**src/rtl/fft_bfly_resp.sv**
```systemverilog
// fft_bfly_resp: radix-2 Q1.15 butterfly responder (X = A + W*B, Y = A - W*B).
// Define FFT_BFLY_OVF_STICKY_EN for a sticky ovf flag cleared by WR_W of zero.
module fft_bfly_resp #(
  parameter int SCALE = 1,
  parameter int ROUND = 1
) (
  input  logic        clk,
  input  logic        rst,
  input  logic        req_valid,
  output logic        req_ready,
  input  logic [2:0]  req_op,
  input  logic [31:0] req_data,
  output logic        rsp_valid,
  input  logic        rsp_ready,
  output logic [31:0] rsp_data,
  output logic        rsp_err,
  output logic        ovf
);
  localparam logic [1:0] IDLE = 2'd0, MUL = 2'd1, ADD = 2'd2, RESP = 2'd3;
  localparam logic [2:0] WR_A = 3'd0, WR_B = 3'd1, WR_W = 3'd2, EXEC = 3'd3, RD_Y = 3'd4;
  logic [1:0] state_q, state_d;
  logic [31:0] a_q, a_d, b_q, b_d, w_q, w_d, y_q, y_d, data_q, data_d;
  logic err_q, err_d, ovf_q, ovf_d;
  logic signed [31:0] brwr_q, biwi_q, brwi_q, biwr_q;
  logic signed [17:0] pr, pi;
  logic signed [18:0] ar, ai, pr19, pi19;
  logic [15:0] xr, xi, yr, yi;
  logic sxr, sxi, syr, syi, sat;

  function automatic logic signed [17:0] rnd(input logic signed [32:0] s);
    logic signed [32:0] t;
    t = s + (ROUND != 0 ? 33'sd16384 : 33'sd0);
    return 18'(t >>> 15);
  endfunction

  // returns {saturated, value}
  function automatic logic [16:0] sat16(input logic signed [18:0] v);
    logic signed [18:0] s;
    s = SCALE != 0 ? v >>> 1 : v;
    return s > 19'sd32767 ? {1'b1, 16'h7fff} : s < -19'sd32768 ? {1'b1, 16'h8000} : {1'b0, s[15:0]};
  endfunction

  assign pr = rnd($signed({brwr_q[31], brwr_q}) - $signed({biwi_q[31], biwi_q}));
  assign pi = rnd($signed({brwi_q[31], brwi_q}) + $signed({biwr_q[31], biwr_q}));
  assign ar = {{3{a_q[31]}}, a_q[31:16]};
  assign ai = {{3{a_q[15]}}, a_q[15:0]};
  assign pr19 = {pr[17], pr};
  assign pi19 = {pi[17], pi};
  assign {sxr, xr} = sat16(ar + pr19);
  assign {sxi, xi} = sat16(ai + pi19);
  assign {syr, yr} = sat16(ar - pr19);
  assign {syi, yi} = sat16(ai - pi19);
  assign sat = sxr | sxi | syr | syi;

  always_comb begin
    state_d = state_q;
    a_d = a_q;
    b_d = b_q;
    w_d = w_q;
    y_d = y_q;
    data_d = data_q;
    err_d = err_q;
`ifdef FFT_BFLY_OVF_STICKY_EN
    ovf_d = ovf_q;
`else
    ovf_d = 1'b0;
`endif
    case (state_q)
      IDLE: if (req_valid) begin
        state_d = req_op == EXEC ? MUL : RESP;
        a_d = req_op == WR_A ? req_data : a_q;
        b_d = req_op == WR_B ? req_data : b_q;
        w_d = req_op == WR_W ? req_data : w_q;
        data_d = req_op == RD_Y ? y_q : 32'h0;
        err_d = req_op > RD_Y;
`ifdef FFT_BFLY_OVF_STICKY_EN
        ovf_d = (req_op == WR_W && req_data == 32'h0) ? 1'b0 : ovf_q;
`endif
      end
      MUL: state_d = ADD;
      ADD: begin
        state_d = RESP;
        y_d = {yr, yi};
        data_d = {xr, xi};
        err_d = 1'b0;
        ovf_d = ovf_d | sat;
      end
      default: state_d = rsp_ready ? IDLE : RESP;
    endcase
  end

  always_ff @(posedge clk or negedge rst) begin
    if (!rst) begin
      state_q <= IDLE;
      a_q <= '0;
      b_q <= '0;
      w_q <= '0;
      y_q <= '0;
      data_q <= '0;
      err_q <= 1'b0;
      ovf_q <= 1'b0;
      brwr_q <= '0;
      biwi_q <= '0;
      brwi_q <= '0;
      biwr_q <= '0;
    end else begin
      state_q <= state_d;
      a_q <= a_d;
      b_q <= b_d;
      w_q <= w_d;
      y_q <= y_d;
      data_q <= data_d;
      err_q <= err_d;
      ovf_q <= ovf_d;
      brwr_q <= $signed(b_q[31:16]) * $signed(w_q[31:16]);
      biwi_q <= $signed(b_q[15:0]) * $signed(w_q[15:0]);
      brwi_q <= $signed(b_q[31:16]) * $signed(w_q[15:0]);
      biwr_q <= $signed(b_q[15:0]) * $signed(w_q[31:16]);
    end
  end

  assign req_ready = state_q == IDLE;
  assign rsp_valid = state_q == RESP;
  assign rsp_data = data_q;
  assign rsp_err = err_q;
  assign ovf = ovf_q;
endmodule

```
**config.mk**
```make
export PLATFORM = sky130hd
export DESIGN_NAME = fft_bfly_resp
export DESIGN_NICKNAME = d
export VERILOG_FILES = /design/src/rtl/fft_bfly_resp.sv
export SDC_FILE = /design/constraint.sdc
export NUM_CORES = 2
export LEC_CHECK = 0
export BUFFER_PORTS_ARGS = -buffer_cell sky130_fd_sc_hd__buf_4
export CAP_MARGIN = 20
export CORE_MARGIN = 3
export CORE_UTILIZATION = 45
export DETAILED_ROUTE_END_ITERATION = 8
export PLACE_DENSITY = 0.7
export SETUP_SLACK_MARGIN = 0.4
export SLEW_MARGIN = 30
export SYNTH_ARGS = -nofsm -noshare
export SYNTH_HDL_FRONTEND = slang
export SYNTH_SLANG_ARGS = --single-unit
export TNS_END_PERCENT = 5
```
**constraint.sdc**
```tcl
create_clock -name clk -period 8.4 [get_ports clk]
set_input_delay 1.68 -clock clk [delete_from_list [all_inputs] [get_ports clk]]
set_output_delay 1.68 -clock clk [all_outputs]
set_load 0.03 [all_outputs]
```
==> flow_metrics.py <==
metrics = {
    "outcome": {
        "status": "finished clean",
    },
    "placed_design": {
        "hpwl_um": 114000,
        "postPlaceCellArea_um2": 57400,
        "gp_congestion": 0.901,
        "place_inst": 7337,
        "io_buffers": 74,
    },
    "grt": {
        "grt_pass1_vias": 41324,
        "grt_pass1_wl_um": 226000,
        "grt_usage_pct": 22.6,
        "antenna_found_initial": 6,
        "grt_max_degree": 138,
        "overflow": 0,
    },
    "cts": {
        "cts_max_level": 2,
        "clock_latency_ps": 600,
        "clock-sinks": 292,
        "cts-resized-gates": 0,
        "cts-root-buf": "clkbuf_16",
        "cts.path.max_buffers": 3,
        "cts_setup_buffers": 0,
        "cts-hold-fix-buffers": 0,
        "clkTransAtPathRegs_ps": 60,
        "cts_made_buffers": 39,
        "cts_tree": "built",
    },
    "floorplanning": {
        "die_area_um2": 127000,
        "die_w_um": 356,
        "fp.dieH_um": 356,
        "core_area_um2": 121000,
        "io_pins": 75,
        "initial_core_util_pct": 45.6,
        "rows": 127,
    },
    "setup_path": {
        "crit_top_cell": "fa_1",
        "crit_slowest_cell": "dfrtp_1",
        "critPathRequiredTime_ps": 8890,
        "startpoint_type": "register",
        "critical-path-max-stage-delay_ps": 1030,
        "endpoint_kind": "register",
        "crit_type": "register to register",
        "critical_path.max_fanout": 21,
        "worstPathArrival_ps": 8040,
    },
    "worst_hold_path": {
        "worst_hold_path_type": "register to register",
    },
    "timing": {
        "final-hold-violation-count": 0,
        "tightest_slew_ps": 1040,
        "slew_violations": 0,
        "setup_tns_ps": 0,
        "setup_viol": 0,
        "slew_headroom_pct": 30.6,
        "fmax_mhz": 132,
        "period_needed_ps": 7550,
        "rsz0062_at_grt": "false",
        "timing.final.crit_share_pct": 89.9,
        "finalClockSkew_ps": 47.3,
    },
    "routing": {
        "routed_wl_um": 138000,
        "drc_errors": 0,
        "ant_nets": 0,
        "drt-vias-per-instance": 5.26,
        "drt_iter0_drc": 2658,
        "vias": 38983,
        "drt_pass1_iterations": 6,
        "wl_per_cell_um": 18.7,
    },
    "synth": {
        "synth_top_area_share_pct": 38.2,
        "syn-instance-count": 5821,
        "syn_area_um2": 55100,
        "synth.distinct_cells": 75,
        "synth_edf_count": 0,
        "ys_warn_count": 0,
        "yosys-top-cells-area": "fa_1 38%, dfrtp_1 13%, ha_1 12%, inv_1 8.5%, and2_1 5.0%",
        "avgSynthCellArea_um2": 9.47,
        "syn_nets": 7435,
        "synth.yosys.seq_area_share_pct": 13.3,
        "synth_top_area_cell": "fa_1",
        "async_flop_share_pct": 100,
        "synth_seq_cells": 292,
        "synthFlopType": "dfrtp_1",
    },
    "finish": {
        "area_growth_pct": 6.74,
        "stdcell_area_um2": 58800,
        "layout-drive-gt1-share_pct": 6.09,
        "post-route-util_pct": 48.7,
        "final_cells": 7410,
        "nets": 7380,
        "seqCellArea_um2": 7310,
        "fillers": 11085,
        "multiInputGateArea_um2": 42200,
    },
    "run": {
        "maxCapViolations": 0,
    },
}
per-stage QoR:
stage               setup slack (ps)  hold slack, ps
floorplan                       1490             443
global placement                1010             464
detailed placement               968             470
CTS                              936             485
global route                     512             493
finish                           845             481
critical path, delay by kind of cell (launching register included):
kind	cells	cell delay (ps)
AND/OR/NAND/NOR	3	480
buffers and inverters	6	630
XOR/XNOR	1	130
flip-flops	1	1030
adder cells (fa/ha/maj)	7	3250
AO/OA/AOI/OAI	8	1920
metal layers:
| metal | part of all wire, % | track usage, % | vias up |
|---|---|---|---|
| li1 | - | - | 17591 |
| met1 | 43 | 31.1 | 20022 |
| met2 | 46 | 36.4 | 1160 |
| met3 | 7.1 | 4.12 | 208 |
| met4 | 3.6 | 6.90 | 2 |
| met5 | 0.0094 | 0 | - |
area by class of cell:
type | instances | area share [%]
Inverter | 1257 | 8.02
Clock buffer | 47 | 1.83
Antenna cell | 1 | 0.00425
Clock inverter | 25 | 0.542
Multi-Input combinational cell | 4020 | 71.7
Sequential cell | 292 | 12.4
Timing Repair Buffer | 156 | 2.05
Tap cell | 1612 | 3.43
state kept, by name (all words and copies together) (netlist names), 2 cells and up:
name	count
a_q	32
b_q	32
biwi_q	32
biwr_q	32
brwi_q	32
brwr_q	32
rsp_data	32
state_q	2
w_q	32
y_q	32
cells by family after synthesis:
family / share of synthesized area, %
adders and majority gates: 50.1
and+or+nand+nor: 13.3
AOI/OAI and AO/OA: 7.23
DFF: 13.3
xor gates and xnor gates: 3.81
muxes: 2.01
buffers and inverters: 10.3
path summary, 6_finish.rpt:
| path | start | endpoint | slack [ps] | cells after the start |
|---|---|---|---|---|
| max | w_q[7] | biwi_q[31] | 850 | 25 |
| min | y_q[10] | y_q[10] | 480 | 1 |
| max reg2reg | w_q[7] | biwi_q[31] | 850 | 25 |
| min reg2reg | y_q[10] | y_q[10] | 480 | 1 |
| max in group asynchronous | rst | w_q[10] | 5860 | 2 |
| min in group asynchronous | rst | rsp_data[8] | 1120 | 1 |
Yosys cell counts, types with 6 or more instances:
master and instances:
a2111oi_0 8, a211oi_1 26, a21o_1 79, a21oi_1 215
a221oi_1 9, a22oi_1 14, a31oi_1 28, and2_1 437
and3_1 21, and4_1 6, buf_1 6, clkbuf_1 244
dfrtp_1 292, fa_1 1052, ha_1 523, inv_1 1254
mux2_2 94, nand2_1 620, nand2b_1 78, nand3_1 39
nand4_1 10, nor2_1 176, nor2b_1 20, nor3_1 35
nor3b_1 8, o211ai_1 22, o21a_1 29, o21ai_0 80
o21bai_1 34, o31ai_1 11, or2_2 7, or3_1 13
xnor2_1 176, xor2_1 64
cell usage in the layout, fill, tap and decap left out, types with 6 or more instances in the layout:
master,Yosys,routed
and4_1,6,6
o21a_1,29,29
nor2b_1,20,20
o31ai_1,11,11
fa_1,1052,1052
and2_1,437,437
dfrtp_2,0,6
clkinv_2,0,8
a21oi_1,215,215
a221oi_1,9,9
clkbuf_8,0,7
dfrtp_1,292,286
a31oi_1,28,28
a22oi_1,14,14
nand2b_1,78,78
xor2_1,64,64
buf_4,0,153
xnor2_1,176,176
o21bai_1,34,34
and3_1,21,21
a211oi_1,26,24
mux2_2,94,94
ha_1,523,522
nand2_1,620,620
inv_1,1254,1254
a2111oi_0,8,7
o211ai_1,22,22
o21ai_0,80,80
a21o_1,79,79
clkbuf_16,0,39
or2_2,7,7
nand4_1,10,10
or3_1,13,12
nor2_1,176,176
nor3_1,35,35
nand3_1,39,39
nor3b_1,8,6
Power is left out: the tool's default activity adds up to more than one toggle a clock period on the data nets, which glitch-free logic cannot reach.
